===== src/rtl/uart_rx_os.sv =====
// Oversampling UART receiver: 2-FF line synchronizer, 16x tick-driven
// start/data/stop FSM, registered done / framing-error pulses.
//
// Handshake: rx_done_tick is a 1-clk valid strobe with no ready; dout is
// stable from the cycle rx_done_tick is high until the next good frame.
// frame_err is a 1-clk strobe that leaves dout untouched.
module uart_rx_os #(
   parameter int DBIT    = 8,
   parameter int SB_TICK = 16
) (
   input  logic            clk,
   input  logic            rst,
   input  logic            s_tick,
   input  logic            rx_in,
   output logic [DBIT-1:0] dout,
   output logic            rx_done_tick,
   output logic            frame_err,
   output logic            busy,
   output logic [1:0]      state_dbg
);

   localparam int SW = (SB_TICK > 16) ? $clog2(SB_TICK) : 4;
   localparam int NW = (DBIT > 8) ? 4 : 3;

   localparam logic [SW-1:0] S_MID  = SW'(7);
   localparam logic [SW-1:0] S_END  = SW'(15);
   localparam logic [SW-1:0] S_STOP = SW'(SB_TICK - 1);
   localparam logic [NW-1:0] N_LAST = NW'(DBIT - 1);

   localparam logic [1:0] IDLE  = 2'd0;
   localparam logic [1:0] START = 2'd1;
   localparam logic [1:0] DATA  = 2'd2;
   localparam logic [1:0] STOP  = 2'd3;

   logic            sync1_q, rx_s_q, rx_prev_q;
   logic [1:0]      state_q, state_d;
   logic [SW-1:0]   s_cnt_q, s_cnt_d;
   logic [NW-1:0]   n_cnt_q, n_cnt_d;
   logic [DBIT-1:0] shift_q, shift_d;
   logic [DBIT-1:0] dout_q, dout_d;
   logic            stop_ok_q, stop_ok_d;
   logic            done_q, done_d;
   logic            err_q, err_d;
   logic            stop_good;

   // Synchronize the raw line and keep one delayed copy for edge detection
   always_ff @(posedge clk or negedge rst) begin
      if (!rst) begin
         sync1_q   <= 1'b1;
         rx_s_q    <= 1'b1;
         rx_prev_q <= 1'b1;
      end else begin
         sync1_q   <= rx_in;
         rx_s_q    <= sync1_q;
         rx_prev_q <= rx_s_q;
      end
   end

   // Receive FSM: find start edge, confirm mid start bit, sample bit centres
   always_comb begin
      state_d   = state_q;
      s_cnt_d   = s_cnt_q;
      n_cnt_d   = n_cnt_q;
      shift_d   = shift_q;
      dout_d    = dout_q;
      stop_ok_d = stop_ok_q;
      done_d    = 1'b0;
      err_d     = 1'b0;
      // With a single stop bit the check and the exit share one tick
      stop_good = (s_cnt_q == S_END) ? rx_s_q : stop_ok_q;
      case (state_q)
         IDLE: begin
            // Needs a real high->low transition; a stuck-low line never re-arms
            if (rx_prev_q && !rx_s_q) begin
               state_d = START;
               s_cnt_d = '0;
            end
         end
         START: begin
            if (s_tick) begin
               if (s_cnt_q == S_MID) begin
                  if (!rx_s_q) begin
                     state_d = DATA;
                     s_cnt_d = '0;
                     n_cnt_d = '0;
                  end else begin
                     state_d = IDLE;
                  end
               end else begin
                  s_cnt_d = s_cnt_q + 1'b1;
               end
            end
         end
         DATA: begin
            if (s_tick) begin
               if (s_cnt_q == S_END) begin
                  shift_d = {rx_s_q, shift_q[DBIT-1:1]};
                  s_cnt_d = '0;
                  if (n_cnt_q == N_LAST) begin
                     state_d = STOP;
                  end else begin
                     n_cnt_d = n_cnt_q + 1'b1;
                  end
               end else begin
                  s_cnt_d = s_cnt_q + 1'b1;
               end
            end
         end
         STOP: begin
            if (s_tick) begin
               if (s_cnt_q == S_STOP) begin
                  state_d = IDLE;
                  if (stop_good) begin
                     dout_d = shift_q;
                     done_d = 1'b1;
                  end else begin
                     err_d = 1'b1;
                  end
               end else begin
                  s_cnt_d = s_cnt_q + 1'b1;
                  if (s_cnt_q == S_END) begin
                     stop_ok_d = rx_s_q;
                  end
               end
            end
         end
         default: state_d = IDLE;
      endcase
   end

   // State, counters, data and registered output pulses
   always_ff @(posedge clk or negedge rst) begin
      if (!rst) begin
         state_q   <= IDLE;
         s_cnt_q   <= '0;
         n_cnt_q   <= '0;
         shift_q   <= '0;
         dout_q    <= '0;
         stop_ok_q <= 1'b0;
         done_q    <= 1'b0;
         err_q     <= 1'b0;
      end else begin
         state_q   <= state_d;
         s_cnt_q   <= s_cnt_d;
         n_cnt_q   <= n_cnt_d;
         shift_q   <= shift_d;
         dout_q    <= dout_d;
         stop_ok_q <= stop_ok_d;
         done_q    <= done_d;
         err_q     <= err_d;
      end
   end

   assign dout         = dout_q;
   assign rx_done_tick = done_q;
   assign frame_err    = err_q;
   assign busy         = (state_q != IDLE);
   assign state_dbg    = state_q;

endmodule


===== config.mk =====
export PLATFORM = sky130hd
export DESIGN_NAME = uart_rx_os
export DESIGN_NICKNAME = d
export VERILOG_FILES = /design/src/rtl/uart_rx_os.sv
export SDC_FILE = /design/constraint.sdc
export NUM_CORES = 1
export LEC_CHECK = 0
export CAP_MARGIN = 0
export CELL_PAD_IN_SITES_DETAIL_PLACEMENT = 0
export CELL_PAD_IN_SITES_GLOBAL_PLACEMENT = 1
export CORE_MARGIN = 2
export CORE_UTILIZATION = 40
export CTS_BUF_LIST = sky130_fd_sc_hd__clkbuf_16
export CTS_CLUSTER_SIZE = 40
export DETAILED_ROUTE_END_ITERATION = 10
export PLACE_DENSITY = 0.76
export SYNTH_ARGS = -nofsm -noshare
export SYNTH_HDL_FRONTEND = slang
export SYNTH_SLANG_ARGS = --single-unit

===== constraint.sdc =====
create_clock -name clk -period 2.13 [get_ports clk]
set_clock_uncertainty 0.1 [all_clocks]
set_input_delay 0.3195 -clock clk [delete_from_list [all_inputs] [get_ports clk]]
set_output_delay 0.3195 -clock clk [all_outputs]
set_load 0.005 [all_outputs]

==> summary.md, run 1 <==
| Metric | Value |
|---|---|
| Top cells by count, synth | sky130_fd_sc_hd__dfrtp_1 (27), sky130_fd_sc_hd__mux2_4 (9), sky130_fd_sc_hd__mux2_2 (8), sky130_fd_sc_hd__nand2_1 (8), sky130_fd_sc_hd__inv_1 (6) |
| Worst hold path type | register to register |
| Total vias in the final route | 890 |
| Growth of design area from synthesis to finish | 24.8% |
| Reg-to-reg critical path startpoint | s_cnt_q[0]$_DFFE_PN0P_ |
| Count leader, synth | sky130_fd_sc_hd__dfrtp_1 |
| Hold Buf Count CTS | 0 |
| Relative contribution of the clock network to total power | a little over a third |
| Capturing element type of the critical path | output pin |
| Maximum fanout count along the critical path | 13 |
| Status | finished clean |
| RSZ-0062 raised after global routing | false |
| Count of distinct cell types in the synthesized netlist | 36 |
| Post-CTS setup buffer count | 0 |
| Number of levels the H-tree was split into | 2 |
| Number of buffers on the longest clock path | 2 |
| Worst Setup Path Type | register to output pin |
| Sequential-to-total area share from yosys stat | 53.1% |
| Routed wire length per instance | 13.3 um |
| Proportion of register bits with asynchronous set or reset after synthesis | 100% |
| Post-synthesis sequential element count | 30 |
| Power dissipated by switching net loads | 567 uW |
| Arrival @ worst endpoint | 1.63 ns |
| Final antenna-violating net count | 0 |
| Total core area | 3360 um^2 |
| Top FF cell, synth | sky130_fd_sc_hd__dfrtp_1 |
| Post-route setup slack | 0.0807 ns |
| Num rows | 21 |
| Cell accounting for the most synthesized area | sky130_fd_sc_hd__dfrtp_1 |
| P_leak | about 0.83 nW |
| Number of setup violations in the final report | 0 |
| Vias in the first global route | a little over 900 |
| CTS Root Buffer Type | sky130_fd_sc_hd__clkbuf_16 |
| Worst-case hold path end point | rx_s_q$_DFF_PN1_ |
| Die Y | 63.6 um |
| Warnings, synthesis | 0 |
| Aggregate negative setup slack | 0 ns |
| Number of slew-limit violations in the final report | 0 |
| Initial cell density of the core | 42.2% |
| Number of remaining DRC errors | 0 |
| Maximum achievable frequency | ~0.49 GHz |
| Die extent in x | 63.6 um |
| Overflow after GRT | 0 |
| Net count, final | 135 |
| Ratio of routed vias to standard cells | 5.09 |
| Fraction of final layout cells with drive strength greater than 1 | between 30% and 40% |
| Non-filler cells, final | 175 |
| Worst Setup Start Kind | register |
| Number of stages on the worst hold path | 0 |
| Final WL | between 2000 and 2500 um |
| First drt pass iteration count | 4 |
| Clock insertion delay at the later pin of the skew report | 0.27 ns |
| Maximum resistive drop on vdd | 0.000610 V |
| Crit share post-route | 96.2% |
| Final hold violation count | 0 |
| Die area | 4040 um^2 |
| Share of the synthesized area in the top cell type | a little under half |
| EDFF count, synth | 0 |
| Net count of the mapped netlist | 114 |
| Final min period | roughly 2.0 ns |
| Antenna violations before repair | 0 |
| Pre-CTS setup slack | 0.114 ns |
| Pwr per Cell Area | 1040 nW/um^2 |
| Sequential share of power | about two fifths |
| Switching share of total power | a little under a third |
| Final weighted congestion of routability-driven global placement | 0.833 |
| Total internal power | 1.28 mW |
| Slew margin rel. | about three quarters |
| End of the worst register-to-register path | n_cnt_q[0]$_DFFE_PN0P_ |
| Total global-route track usage | 13.9% |
| Least-Margin Pin Slew | 0.380 ns |
| Max-cap violations | 0 |
| # placed instances | approximately 170 |
| R2R setup slack | 0.31 ns |
| Post-layout utilization of the core | 52.7% |
| Required time of the critical path | 1.71 ns |
| First-pass GRT wire length | 4300 um |
| Initial drt markers | 23 |
| Placed wire-length estimate | 1610 um |
| Cell count after synthesis | 107 |
| Top-level port count | 17 |
| Clock tree from TritonCTS | done |
| Cell Area, Synth | 1420 um^2 |
| Area contributors post-synth | sky130_fd_sc_hd__dfrtp_1 (48%), sky130_fd_sc_hd__mux2_4 (9.5%), sky130_fd_sc_hd__mux2_2 (6.3%), sky130_fd_sc_hd__dfstp_2 (5.6%), sky130_fd_sc_hd__mux2i_1 (2.8%) |
| Maximum number of pins on one net before global-route repair | 31 |
| Hold path startpoint | sync1_q$_DFF_PN1_ |
| Clock Sinks | 30 |
| Antenna diode count | 0 |
| Reg clk slew, reported paths | ~0.05 ns |
| Gate power share | 22.7% |
| PostCTS Resize Cnt | 0 |
| I/O Buffers | 16 |
| Inserted Clock Buffers | 5 |
| Depth of the most critical reg-to-reg path | 4 |
| Syn_area_per_cell | about 13 um^2 |
-- worst max-delay path by stage --
stage	slack, ns	end	startpoint
after floorplan	0.45	n_cnt_q[0]$_DFFE_PN0P_	s_cnt_q[0]$_DFFE_PN0P_
after global placement	0.16	n_cnt_q[0]$_DFFE_PN0P_	s_tick
after detailed placement	0.11	n_cnt_q[0]$_DFFE_PN0P_	s_tick
after CTS	0.08	busy	register
after global routing	0.002	busy	register
final	0.08	busy	register
-- kinds of logic after synthesis --
family                   share of synthesized area, %
multiplexers                                     18.7
AND/OR/NAND/NOR                                  14.1
AO/OA/AOI/OAI                                    8.81
adder cells (fa/ha/maj)                          2.64
buffers and inverters                            2.64
flip-flops                                       53.1
-- per-stage QoR --
stage | instance area [um^2] | hold WS (ns) | power, mW
2_1_floorplan | 1420 | -0.0761 | 1.07
3_5_place_dp | 1630 | 0.251 | 1.20
5_1_grt | 1770 | 0.273 | 1.98
4_1_cts | 1770 | 0.263 | 1.87
3_3_place_gp | 1630 | 0.246 | 1.18
6_report | 1770 | 0.261 | 1.85
-- metal layers --
layer	vias to the layer above	wire length [um]	global-route usage (%)	share of wire (%)
met5	-	0	0	0
met3	4	94	5.36	4.0
met1	446	1090	17.6	47
met4	0	34	4.89	1.5
li1	422	-	-	-
met2	18	1110	21.7	48
-- cells in the final DEF, fill, tap and decap left out, types with 2 or more instances in the layout --
| master | Yosys | routed |
|---|---|---|
| sky130_fd_sc_hd__dfrtp_1 | 27 | 27 |
| sky130_fd_sc_hd__clkdlybuf4s50_1 | 0 | 16 |
| sky130_fd_sc_hd__mux2_4 | 9 | 9 |
| sky130_fd_sc_hd__nand2_1 | 8 | 8 |
| sky130_fd_sc_hd__mux2_2 | 8 | 8 |
| sky130_fd_sc_hd__inv_1 | 6 | 6 |
| sky130_fd_sc_hd__clkbuf_16 | 0 | 5 |
| sky130_fd_sc_hd__mux2i_1 | 4 | 4 |
| sky130_fd_sc_hd__o21ai_0 | 3 | 3 |
| sky130_fd_sc_hd__nor2_1 | 3 | 3 |
| sky130_fd_sc_hd__nand3_1 | 3 | 3 |
| sky130_fd_sc_hd__ha_1 | 3 | 3 |
| sky130_fd_sc_hd__dfstp_2 | 3 | 3 |
| sky130_fd_sc_hd__nor2_4 | 2 | 2 |
| sky130_fd_sc_hd__and2_2 | 2 | 2 |
| sky130_fd_sc_hd__nor2b_1 | 2 | 2 |
| sky130_fd_sc_hd__a21oi_1 | 2 | 2 |
-- worst max-delay path, stage by stage, from the launching register on --
cell	delay [ns]
sky130_fd_sc_hd__dfrtp_1	0.51
sky130_fd_sc_hd__or2_2	0.39
sky130_fd_sc_hd__clkdlybuf4s50_1	0.45
-- state kept, by name, indices dropped and copies added, names as in the netlist, named ones only --
| register | flops |
|---|---|
| dout | 8 |
| shift_q | 8 |
| s_cnt_q | 4 |
| n_cnt_q | 3 |
| frame_err | 1 |
| rx_done_tick | 1 |
| rx_prev_q | 1 |
| rx_s_q | 1 |
| state_dbg | 1 |
| sync1_q | 1 |
-- power groups by stage --
stage          clock [mW]  sequential [mW]  combinational [mW]
2_1_floorplan           0            0.709               0.363
6_report            0.666            0.763               0.420
3_5_place_dp            0            0.773               0.424
5_1_grt             0.720            0.779               0.478
3_3_place_gp            0            0.768               0.408
4_1_cts             0.688            0.763               0.424
-- cell type report --
cell class | count | area [um^2]
Inverter | 6 | 22.5
Fill cell | 317 | 1590
Sequential cell | 30 | 754
Clock inverter | 3 | 16.3
Clock buffer | 5 | 125
Tap cell | 46 | 57.6
Timing Repair Buffer | 17 | 168
Multi-Input combinational cell | 68 | 628
No activity file was read; power rests on OpenSTA's default activity.
==> run 2, diff against run 1 <==
Settings changed: CORE_UTILIZATION 40 to 44, PLACE_DENSITY 0.76 to 0.82.
==> summary.md, run 2 (synthesis gave the netlist of run 1 again) <==
| Metric | Value |
|---|---|
| Status | finished clean (unchanged) |
| Final hold violation count | 0 (unchanged) |
| Total vias in the final route | 875 (was 890) |
| Reg clk slew, reported paths | 0.05 ns (about the same) |
| Pre-CTS setup slack | 0.125 ns (was 0.114 ns) |
| Final weighted congestion of routability-driven global placement | 0.724 (was 0.833) |
| Hold path startpoint | sync1_q$_DFF_PN1_ (unchanged) |
| Crit share post-route | 97.2% (was 96.2%) |
| Maximum resistive drop on vdd | 0.000540 V (was 0.000610 V) |
| Post-layout utilization of the core | 58.0% (was 52.7%) |
| Initial cell density of the core | 46.5% (was 42.2%) |
| Aggregate negative setup slack | 0 ns (unchanged) |
| First-pass GRT wire length | 4030 um (was 4300 um) |
| Post-CTS setup buffer count | 0 (unchanged) |
| Placed wire-length estimate | 1620 um (was 1610 um) |
| RSZ-0062 raised after global routing | false (unchanged) |
| Worst hold path type | register to register (unchanged) |
| # placed instances | 165 (was 167) |
| Arrival @ worst endpoint | 1.65 ns (was 1.63 ns) |
| Number of slew-limit violations in the final report | 0 (unchanged) |
| Max-cap violations | 0 (unchanged) |
| Worst Setup Start Kind | register (unchanged) |
| Clock insertion delay at the later pin of the skew report | 0.27 ns (about the same) |
| Vias in the first global route | 858 (was 922) |
| Num rows | 20 (was 21) |
| Slew margin rel. | 71.0% (was 74.6%) |
| Least-Margin Pin Slew | 0.433 ns (was 0.380 ns) |
| Die area | 3700 um^2 (was 4040 um^2) |
| Top-level port count | 17 (unchanged) |
| R2R setup slack | 0.32 ns (was 0.31 ns) |
| P_leak | 0.826 nW (unchanged) |
| Number of levels the H-tree was split into | 2 (unchanged) |
| Net count, final | 135 (unchanged) |
| First drt pass iteration count | 4 (unchanged) |
| Final antenna-violating net count | 0 (unchanged) |
| Pwr per Cell Area | 1040 nW/um^2 (about the same) |
| Depth of the most critical reg-to-reg path | 3 (was 4) |
| End of the worst register-to-register path | s_cnt_q[2]$_DFFE_PN0P_ (was n_cnt_q[0]$_DFFE_PN0P_) |
| Total global-route track usage | 15.6% (was 13.9%) |
| Final WL | 2370 um (was 2320 um) |
| PostCTS Resize Cnt | 0 (unchanged) |
| Most frequent cells in the layout | sky130_fd_sc_hd__dfrtp_1 (27), sky130_fd_sc_hd__clkdlybuf4s50_1 (16), sky130_fd_sc_hd__mux2_4 (9) (unchanged) |
| Maximum fanout count along the critical path | 13 (unchanged) |
| Growth of design area from synthesis to finish | 24.6% (was 24.8%) |
| Overflow after GRT | 0 (unchanged) |
| Maximum achievable frequency | 0.483 GHz (was 0.488 GHz) |
| Routed wire length per instance | 13.7 um (was 13.3 um) |
| CTS Root Buffer Type | sky130_fd_sc_hd__clkbuf_16 (unchanged) |
| Maximum number of pins on one net before global-route repair | 31 (unchanged) |
| Die Y | 60.8 um (was 63.6 um) |
| I/O Buffers | 16 (unchanged) |
| Required time of the critical path | 1.71 ns (about the same) |
| Total core area | 3050 um^2 (was 3360 um^2) |
| Number of buffers on the longest clock path | 2 (unchanged) |
| Number of setup violations in the final report | 0 (unchanged) |
| Antenna violations before repair | 0 (unchanged) |
| Clock Sinks | 30 (unchanged) |
| Capturing element type of the critical path | output pin (unchanged) |
| Most common cell after layout, fill and taps aside | sky130_fd_sc_hd__dfrtp_1 (unchanged) |
| Number of remaining DRC errors | 0 (unchanged) |
| Non-filler cells, final | 173 (was 175) |
| Worst Setup Path Type | register to output pin (unchanged) |
| Fraction of final layout cells with drive strength greater than 1 | 30.2% (unchanged) |
| Inserted Clock Buffers | 5 (unchanged) |
| Initial drt markers | 17 (was 23) |
| Clock tree from TritonCTS | done (unchanged) |
| Final min period | 2.07 ns (was 2.05 ns) |
| Worst-case hold path end point | rx_s_q$_DFF_PN1_ (unchanged) |
| Power Total | 1.84 mW (was 1.85 mW) |
| Die extent in x | 60.8 um (was 63.6 um) |
| Post-route setup slack | 0.0597 ns (was 0.0807 ns) |
| Hold Buf Count CTS | 0 (unchanged) |
| Ratio of routed vias to standard cells | 5.06 (was 5.09) |
| Antenna diode count | 0 (unchanged) |
| Number of stages on the worst hold path | 0 (unchanged) |
## run 2: cell counts in the layout (fill, tap and decap cells not counted)
No cell type changed its count.
## run 2: worst max-delay path by stage
stage / end / slack [ns] / depth (start not counted)
after global routing: busy / 0.005 / 2
final: busy / 0.06 / 2
after CTS: busy / 0.06 / 2
after detailed placement: n_cnt_q[0]$_DFFE_PN0P_ / 0.13 / 4
after floorplan: n_cnt_q[0]$_DFFE_PN0P_ / 0.45 / 4
after global placement: n_cnt_q[0]$_DFFE_PN0P_ / 0.17 / 4
## run 2: power by group
group	internal (mW)	switching [mW]	total, mW
clock	0.425	0.239	0.664
combinational	0.209	0.202	0.411
sequential	0.648	0.117	0.765
## run 2: per-stage QoR
step                      cell area [um^2]  hold slack (ns)
final                                 1770            0.255
after global placement                1630            0.247
after CTS                             1770            0.257
after floorplan                       1420          -0.0761
after detailed placement              1630            0.249
after global routing                  1770            0.261
## run 2: cell type report
cell class,count,area [um^2]
fill,274,1280
sequential,30,754
multi-input combinational,68,628
timing repair buffer,17,168
clock buffer,5,125
tap,44,55.1
inverter,6,22.5
clock inverter,3,16.3
## run 2: per-layer routing
metal | global-route usage [%] | vias to the layer above | part of all wire, %
met2 | 23.7 | 22 | 48
li1 | - | 420 | -
met3 | 6.40 | 2 | 5.2
met5 | 0 | - | 0
met4 | 7.45 | 0 | 0.63
met1 | 19.3 | 431 | 46
## run 2: worst max-delay path: stages, from the launching register on
cell	delay (ns)
sky130_fd_sc_hd__dfrtp_1	0.52
sky130_fd_sc_hd__or2_2	0.40
sky130_fd_sc_hd__clkdlybuf4s50_1	0.46
==> run 3, diff against run 2 <==
Settings changed: CTS_CLUSTER_DIAMETER from default to 80, SKIP_LAST_GASP from default to 1.
==> results of run 3 <==
Final layout, timing and power as in run 2 (identical DEF).
